`config.mk`:
```
export PLATFORM = sky130hd
export DESIGN_NAME = galapagos_stream_unpacker
export DESIGN_NICKNAME = d
export VERILOG_FILES = /design/src/rtl/galapagos_stream_unpacker.sv
export SDC_FILE = /design/constraint.sdc
export NUM_CORES = 1
export LEC_CHECK = 0
export BUFFER_PORTS_ARGS = -buffer_cell sky130_fd_sc_hd__buf_2
export CAP_MARGIN = 0
export CORE_MARGIN = 3
export CORE_UTILIZATION = 35
export CTS_CLUSTER_DIAMETER = 120
export DETAILED_ROUTE_END_ITERATION = 8
export SLEW_MARGIN = 10
export SYNTH_ARGS = -nofsm -noshare
export SYNTH_HDL_FRONTEND = slang
export SYNTH_SLANG_ARGS = --single-unit
```
`constraint.sdc`:
```
create_clock -name i_clk -period 4.7 [get_ports i_clk]
set_input_delay 0.47 -clock i_clk [delete_from_list [all_inputs] [get_ports i_clk]]
set_output_delay 0.47 -clock i_clk [all_outputs]
set_load 0.01 [all_outputs]
```
`src/rtl/galapagos_stream_unpacker.sv`:
```
// Galapagos->FINN bridge stage: strips the header beat of each packet and buffers payload in an FWFT FIFO.
// Header stripping is compiled in with `define GALAPAGOS_HDR_STRIP_EN; without it the block is a plain FWFT buffer.
module galapagos_stream_unpacker #(
    parameter int BUS_WIDTH = 16,
    parameter int FIFO_AW   = 3,
    parameter int CNT_W     = 16
) (
    input  logic                   i_clk,
    input  logic                   i_areset,
    input  logic                   i_input_valid,
    output logic                   o_input_ready,
    input  logic [BUS_WIDTH-1:0]   i_input_data,
    input  logic [BUS_WIDTH/8-1:0] i_input_tkeep,
    input  logic                   i_input_tlast,
    output logic                   o_tvalid,
    input  logic                   i_tready,
    output logic [BUS_WIDTH-1:0]   o_tdata,
    output logic [BUS_WIDTH/8-1:0] o_tkeep,
    output logic                   o_tlast,
    output logic [BUS_WIDTH-1:0]   o_header,
    output logic [CNT_W-1:0]       o_pkt_count,
    output logic [FIFO_AW:0]       o_fifo_level
);
    localparam int KEEP_W  = BUS_WIDTH / 8;
    localparam int ENTRY_W = BUS_WIDTH + KEEP_W + 1;
    localparam int DEPTH   = 2 ** FIFO_AW;
    localparam logic [FIFO_AW:0] FULL_LEVEL = (FIFO_AW + 1)'(DEPTH);

    logic [ENTRY_W-1:0] mem [DEPTH];
    logic [FIFO_AW:0]   wr_ptr;
    logic [FIFO_AW:0]   rd_ptr;
    logic [FIFO_AW:0]   level;
    logic               full;
    logic               empty;
    logic               accept;
    logic               push;
    logic               pop;
    logic [ENTRY_W-1:0] head;

    // Pointers carry one extra bit so a full FIFO is distinguishable from an empty one.
    assign level  = wr_ptr - rd_ptr;
    assign full   = (level == FULL_LEVEL);
    assign empty  = (level == '0);
    assign accept = i_input_valid && o_input_ready;
    assign pop    = !empty && i_tready;

    assign head = empty ? '0 : mem[rd_ptr[FIFO_AW-1:0]];
    assign {o_tlast, o_tkeep, o_tdata} = head;
    assign o_tvalid     = !empty;
    assign o_fifo_level = level;

`ifdef GALAPAGOS_HDR_STRIP_EN
    localparam logic [0:0] S_HDR     = 1'b0;
    localparam logic [0:0] S_PAYLOAD = 1'b1;

    logic [0:0] state;

    // The header is never stored, so it can always be accepted.
    assign o_input_ready = (state == S_HDR) || !full;
    assign push          = accept && (state == S_PAYLOAD);

    always_ff @(posedge i_clk or posedge i_areset) begin
        if (i_areset) begin
            state    <= S_HDR;
            o_header <= '0;
        end else if (accept) begin
            if (state == S_HDR) begin
                o_header <= i_input_data;
                if (!i_input_tlast) begin
                    state <= S_PAYLOAD;
                end
            end else if (i_input_tlast) begin
                state <= S_HDR;
            end
        end
    end
`else
    logic ready_en;

    // Holds ready low while reset is asserted and releases it on the first clock afterwards.
    always_ff @(posedge i_clk or posedge i_areset) begin
        if (i_areset) begin
            ready_en <= 1'b0;
        end else begin
            ready_en <= 1'b1;
        end
    end

    assign o_input_ready = ready_en && !full;
    assign push          = accept;
    assign o_header      = '0;
`endif

    always_ff @(posedge i_clk or posedge i_areset) begin
        if (i_areset) begin
            wr_ptr <= '0;
            rd_ptr <= '0;
        end else begin
            if (push) begin
                wr_ptr <= wr_ptr + 1'b1;
            end
            if (pop) begin
                rd_ptr <= rd_ptr + 1'b1;
            end
        end
    end

    always_ff @(posedge i_clk) begin
        if (push) begin
            mem[wr_ptr[FIFO_AW-1:0]] <= {i_input_tlast, i_input_tkeep, i_input_data};
        end
    end

    // Every accepted tlast closes a packet, whether it was a header-only beat or the last payload beat.
    always_ff @(posedge i_clk or posedge i_areset) begin
        if (i_areset) begin
            o_pkt_count <= '0;
        end else if (accept && i_input_tlast) begin
            o_pkt_count <= o_pkt_count + 1'b1;
        end
    end

endmodule
```
======== Yosys cells after proc, flatten, opt, wreduce, memory -nomap -nowiden ========
Memories as Yosys holds them, arrays and structs flattened.
Cells that the tools add are included.
storage, ports and cells
  register bits ........................... 25
  memory bits (writable) .................. 152
  input bits .............................. 23
  output and inout bits ................... 57
  word-level logic and storage cells ...... 20
  memories kept ........................... 1
operators by class
  $add $sub $neg .......................... 4
  equal/unequal tests ..................... 1
  multiplexer cells ....................... 3
  reductions and logical operators ........ 7
memory list
  memory  depth  width  rd ports  clocked after Yosys merged registers in  wr ports  RTL line  RTL
  mem     8      19     1         0                                        1         29        logic [ENTRY_W-1:0] mem [DEPTH];
operators by type and width
  cell                                                             count
  19-bit 2-to-1 mux                                                1
  16-bit by 1-bit adder with 16-bit output, second input constant  1
  4-bit by 1-bit adder with 4-bit output, second input constant    2
  4-bit == test, second input constant                             1
  1-bit logical AND                                                4
  4-bit logical NOT                                                1
  4-bit subtractor                                                 1
  1-bit logical NOT                                                2
  1-bit 2-to-1 mux                                                 2

======== Depth between registers and ports, before layout ========
  word-level depth ........................ 7
  depth in mapped cells ................... 12
  mapped depth without buffers ............ 9

======== Worst setup path before layout ========
Ideal clock, no wire load.
  kind .................................... flip-flop to flip-flop
  start point ............................. reg rd_ptr[1]
  end point ............................... mem mem[2][0] (netlist name), enable pin
  library setup time ...................... 0.451 ns
  arrival time ............................ 4.221 ns
  data required time ...................... 4.249 ns
  setup slack ............................. 0.029 ns
  stages on the path, launching flop included .. 10
  buffers on the path ..................... 2
  clock period less this slack ............ 4.671 ns
  path through ............................ dfrtp_1 clkbuf_1 buf_1 inv_1 fa_1 xor2_1 or3_1 a21oi_2 nand3b_2 nor4b_1
on the way
  longest elaborated chain between the ends .. 7
RTL lines
  element                                 RTL line  RTL
  start: declaration                      31        logic [FIFO_AW:0] rd_ptr;
  start signal: assignment                103       rd_ptr <= rd_ptr + 1'b1;
  4-bit subtractor                        41        assign level = wr_ptr - rd_ptr;
  net o_fifo_level[2]                     22        output logic [FIFO_AW:0] o_fifo_level
  4-bit == test                           42        assign full = (level == FULL_LEVEL);
  1-bit logical NOT                       89        assign o_input_ready = ready_en && !full;
  1-bit logical AND                       89
  1-bit logical AND                       44        assign accept = i_input_valid && o_input_ready;
  1-bit 2-to-1 mux                        109       if (push) begin
  1-bit 2-to-1 mux (not written as such)  110       mem[wr_ptr[FIFO_AW-1:0]] <= {i_input_tlast, i_input_tkeep, i_input_data};
  end: declaration                        29
The timed path passes the listed nets, and every way through them passes these cells.

======== Final worst setup path ========
  start point ............................. reg wr_ptr[0]
  end point ............................... out o_tkeep[0]
on the way
  longest elaborated chain between the ends .. 3
RTL lines
  element                   RTL line  RTL
  start: declaration        30        logic [FIFO_AW:0] wr_ptr;
  start signal: assignment  100       wr_ptr <= wr_ptr + 1'b1;
  4-bit subtractor          41
  4-bit logical NOT         43        assign empty = (level == '0);
  19-bit 2-to-1 mux         47        assign head = empty ? '0 : mem[rd_ptr[FIFO_AW-1:0]];
  end: declaration          18        output logic [BUS_WIDTH/8-1:0] o_tkeep,
Every way passes these cells.

==> flow_summary.html <==
<table>
<tr><th>Metric</th><th>Value</th></tr>
<tr><th colspan="2">Clocking</th></tr>
<tr><td>TritonCTS Sinks</td><td>177</td></tr>
<tr><td>Worst-Skew Late Latency</td><td>between 0.4 and 0.5 ns</td></tr>
<tr><td>Number of hold buffers added after cts</td><td>0</td></tr>
<tr><td>Number of post-CTS setup repair buffers</td><td>0</td></tr>
<tr><td>Inserted Clock Buffers</td><td>17</td></tr>
<tr><td>Resized Gates After CTS</td><td>0</td></tr>
<tr><td>Deepest level of the CTS H-tree</td><td>4</td></tr>
<tr><td>Number of buffers between clock root and the deepest sink</td><td>2</td></tr>
<tr><td>Clock Pin Slew Worst Setup and Hold Paths</td><td>0.06 ns</td></tr>
<tr><td>Root cell of the clock tree</td><td>clkbuf_16</td></tr>
<tr><td>TritonCTS clock tree</td><td>done</td></tr>
<tr><th colspan="2">Worst setup path</th></tr>
<tr><td>Maximum fanout encountered on the critical timing path</td><td>21</td></tr>
<tr><td>Most used cell along the critical path</td><td>inv_1</td></tr>
<tr><td>Series of cell instances along the critical path</td><td>inv_1 &gt; ha_1 &gt; inv_1 &gt; fa_1 &gt; or3_1 &gt; and3b_1 &gt; buf_4 &gt; a21oi_1 &gt; buf_2</td></tr>
<tr><td>Reg-to-reg setup timing slack</td><td>roughly 1.4 ns</td></tr>
<tr><td>Critical Path AT</td><td>approximately 3.2 ns</td></tr>
<tr><td>Required time of the worst setup path</td><td>roughly 4.2 ns</td></tr>
<tr><td>Highest-delay cell along the critical path</td><td>dfrtp_1</td></tr>
<tr><td>CP Capture Type</td><td>output port</td></tr>
<tr><td>R2R Path Start</td><td>wr_ptr[0]</td></tr>
<tr><td>Register-to-Register Path Depth</td><td>11</td></tr>
<tr><td>Critical path startpoint category</td><td>flop</td></tr>
<tr><td>Type of the worst setup path</td><td>flop to output port</td></tr>
<tr><td>Endpoint of the worst register-to-register path</td><td>mem[2][2]</td></tr>
<tr><td>Longest individual stage delay on the worst path</td><td>between 0.5 and 0.6 ns</td></tr>
<tr><th colspan="2">Finish</th></tr>
<tr><td>Fill cells</td><td>1,827</td></tr>
<tr><td>Fraction of final layout cells with drive strength greater than 1</td><td>0.3300</td></tr>
<tr><td>Most common library cell in the layout ignoring fill and taps</td><td>edfxtp_1</td></tr>
<tr><td>Final design area excluding fillers</td><td>roughly 8500 um^2</td></tr>
<tr><td>Synthesis-to-layout area growth</td><td>17.32%</td></tr>
<tr><td>Number of nets at the end of the flow</td><td>~520</td></tr>
<tr><td>Commonest cells after routing, fill and taps aside</td><td>152 x edfxtp_1, 63 x buf_2, 50 x nand2_1, 38 x mux4_2, 24 x dfrtp_1</td></tr>
<tr><th colspan="2">STA</th></tr>
<tr><td>Maximum clock rate</td><td>approximately 0.27 GHz</td></tr>
<tr><td>Final critical-path share of the clock period</td><td>0.7744</td></tr>
<tr><td>Worst setup skew after layout</td><td>~0.0083 ns</td></tr>
<tr><td>Total count of hold-check failures in the final report</td><td>0</td></tr>
<tr><td>Summed negative setup slack over all endpoints</td><td>0 ns</td></tr>
<tr><td>Final setup violating endpoints</td><td>0</td></tr>
<tr><td>Tightest Pin Transition</td><td>1.023 ns</td></tr>
<tr><td>Setup repair after global routing missed its margin</td><td>no</td></tr>
<tr><td>Tightest slew margin relative to the limit</td><td>0.3171</td></tr>
<tr><td>Final Critical Period</td><td>about 3.6 ns</td></tr>
<tr><td>Final count of pins violating max slew</td><td>0</td></tr>
<tr><th colspan="2">Die</th></tr>
<tr><td>Die boundary height</td><td>150.3 um</td></tr>
<tr><td>Number of placement rows</td><td>52</td></tr>
<tr><td>Initial cell density of the core</td><td>0.3578</td></tr>
<tr><td>Core region area</td><td>roughly 20,000 um^2</td></tr>
<tr><td>Die X</td><td>~150 um</td></tr>
<tr><td>Number of I/O pins</td><td>80</td></tr>
<tr><td>Die footprint</td><td>22,590 um^2</td></tr>
<tr><th colspan="2">Drt</th></tr>
<tr><td>Via count</td><td>approximately 3,800</td></tr>
<tr><td>Number of DRC markers after the initial detailed-route iteration</td><td>293</td></tr>
<tr><td>DRC violation count after routing</td><td>0</td></tr>
<tr><td>Final routed wire length divided by cell count</td><td>18.77 um</td></tr>
<tr><td>Count of nets left with antenna violations after detail routing</td><td>0</td></tr>
<tr><td>Iteration count of the initial detailed-routing pass</td><td>4</td></tr>
<tr><td>Total routed wirelength</td><td>between 10 and 15 mm</td></tr>
<tr><td>Detail-routed via count per cell</td><td>approximately 5</td></tr>
<tr><th colspan="2">Power and ir drop</th></tr>
<tr><td>P_sw</td><td>1.721 mW</td></tr>
<tr><td>Internal Pwr Total</td><td>~3.6 mW</td></tr>
<tr><td>Relative contribution of the clock network to total power</td><td>0.271</td></tr>
<tr><td>Leakage power</td><td>3.111 nW</td></tr>
<tr><td>Comb power frac</td><td>0.352</td></tr>
<tr><td>Fraction of power spent switching nets</td><td>0.3259</td></tr>
<tr><td>Worst vdd ir</td><td>about 320 uV</td></tr>
<tr><td>PD cells</td><td>~600 nW/um^2</td></tr>
<tr><td>Proportion of power drawn by flip-flops and latches</td><td>0.377</td></tr>
<tr><th colspan="2">Run status</th></tr>
<tr><td>Result of the run</td><td>complete, no violations</td></tr>
<tr><th colspan="2">Global route</th></tr>
<tr><td>Global-route wire length before repair</td><td>22.74 mm</td></tr>
<tr><td>Number of antenna violations at the first check in global routing</td><td>0</td></tr>
<tr><td>Number of global-route vias before repair</td><td>approximately 4,000</td></tr>
<tr><td>Global router's overall resource usage</td><td>0.1355</td></tr>
<tr><td>Total overflow reported by the global router</td><td>0</td></tr>
<tr><td>Pin count of the biggest net entering global routing</td><td>42</td></tr>
<tr><th colspan="2">Min path</th></tr>
<tr><td>Hold Crit Class</td><td>input port to asynchronous set/reset pin</td></tr>
<tr><th colspan="2">Synth</th></tr>
<tr><td>Cell count after synthesis</td><td>415</td></tr>
<tr><td>Flip-flop and latch count after synthesis</td><td>177</td></tr>
<tr><td>Cell Area, Synth</td><td>7287 um^2</td></tr>
<tr><td>Number of warning messages in the yosys log</td><td>0</td></tr>
<tr><td>Distinct cells, synth</td><td>42</td></tr>
<tr><td>Register area share after synthesis</td><td>0.7122</td></tr>
<tr><td>Post-synthesis average cell area</td><td>about 18 um^2</td></tr>
<tr><th colspan="2">Placed design</th></tr>
<tr><td>Number of buffers added on ports</td><td>63</td></tr>
<tr><td>Dpl hpwl</td><td>between 9 and 10 mm</td></tr>
<tr><td>DP Area</td><td>between 7000 and 8000 um^2</td></tr>
<tr><td>Routability cong.</td><td>about 0.8</td></tr>
<tr><th colspan="2">Flow run</th></tr>
<tr><td>Max capacitance violation total</td><td>0</td></tr>
</table>
[sequential cells by signal (all words and copies together) (netlist names)]
name,flops
rd_ptr,4
o_pkt_count,16
wr_ptr,4
ready_en,1
mem,152
[power groups by stage]
stage | registers (mW) | logic [mW] | clock network [mW]
2_1_floorplan | 1.98 | 1.29 | 0
3_3_place_gp | 2.01 | 1.87 | 0
3_5_place_dp | 2.02 | 1.90 | 0
4_1_cts | 1.99 | 1.90 | 1.47
5_1_grt | 2.01 | 2.05 | 1.53
6_report | 1.99 | 1.86 | 1.43
[worst max-delay path by stage]
| stage | start | endpoint | slack [ns] | cells after the start |
|---|---|---|---|---|
| final | wr_ptr[0] | o_tkeep[0] | 1.06 | 9 |
| after global routing | wr_ptr[0] | o_tvalid | 0.91 | 9 |
| after floorplan | rd_ptr[1] | mem[2][0] | 0.03 | 9 |
| after CTS | wr_ptr[0] | o_tkeep[0] | 1.05 | 9 |
| after detailed placement | wr_ptr[0] | mem[3][4] | 1.43 | 11 |
| after global placement | wr_ptr[0] | mem[3][4] | 1.54 | 10 |
[through the flow]
step / hold WS (ns) / utilization / cells / setup WS, ns / power [mW]
after floorplan: 0.4973 / - / 430 / 0.02866 / 3.278
after global placement: 0.4520 / 0.3903 / 743 / 1.537 / 3.880
after detailed placement: 0.4746 / 0.3903 / 743 / 1.434 / 3.919
after CTS: 0.3000 / 0.4197 / 773 / 1.046 / 5.363
after global routing: 0.3193 / 0.4197 / 773 / 0.9101 / 5.587
final: 0.2875 / 0.4198 / 774 / 1.061 / 5.281
[routing by layer]
layer | up-vias | global-route usage | routed length, um
li1 | 1717 | - | -
met1 | 1962 | 0.1776 | 6173
met2 | 116 | 0.2207 | 7368
met3 | 15 | 0.03522 | 791
met4 | 0 | 0.04529 | 197
met5 | - | 0 | 0
[Yosys cell counts (all sizes together)]
master  number  area (um^2)
mux2         3        37.53
nand3        4        25.02
nor3b        3        27.52
mux4        38        855.8
buf         29        191.4
and3b        2        21.27
conb         2        7.510
nand4b       1        8.760
nand2       50        187.7
nor2b        1        6.260
a21o         1        7.510
a21oi       21        108.9
o21ai        2        10.01
nand3b       1        11.26
edfxtp     152         4564
xor2        19        166.4
dfrtp       25        625.6
nor4b        4        53.80
o31ai        1        7.510
xnor2        4        35.03
ha           6        75.07
clkbuf       8        30.03
nand4        4        25.02
nor2        10        40.04
inv          7        26.28
fa           1        20.02
nor4         5        43.79
or3          2        17.52
nor3         9        50.05
[cells by family (layout without fill, tap and decap cells)]
family                   count (synthesis)  after routing  synth area share
AND/OR/NAND/NOR                         96             96           0.07108
AO/OA/AOI/OAI                           25             25           0.01837
XOR/XNOR                                23             23           0.02764
buffers and inverters                   44            117           0.03400
other                                    2             18          0.001031
flip-flops                             177            177            0.7122
adder cells (fa/ha/maj)                  7              7           0.01305
multiplexers                            41             41            0.1226
[layout make-up]
type,instances,area (um^2),share of cell area
Sequential cell,177,5191,0.6072
Multi-Input combinational cell,209,1951,0.2282
Timing Repair Buffer,80,442.9,0.05181
Clock buffer,20,436.7,0.05108
Tap cell,270,337.8,0.03951
Clock inverter,10,161.4,0.01888
Inverter,7,26.28,0.003073
Antenna cell,1,2.502,0.0002927
[worst max-delay path: cells and delay by family (launching register included)]
kind | cells | cell delay (ns)
buffers and inverters | 4 | 0.74
adder cells (fa/ha/maj) | 2 | 0.69
AND/OR/NAND/NOR | 2 | 0.68
flip-flops | 1 | 0.54
AO/OA/AOI/OAI | 1 | 0.10
(Power assumes the default switching activity.)
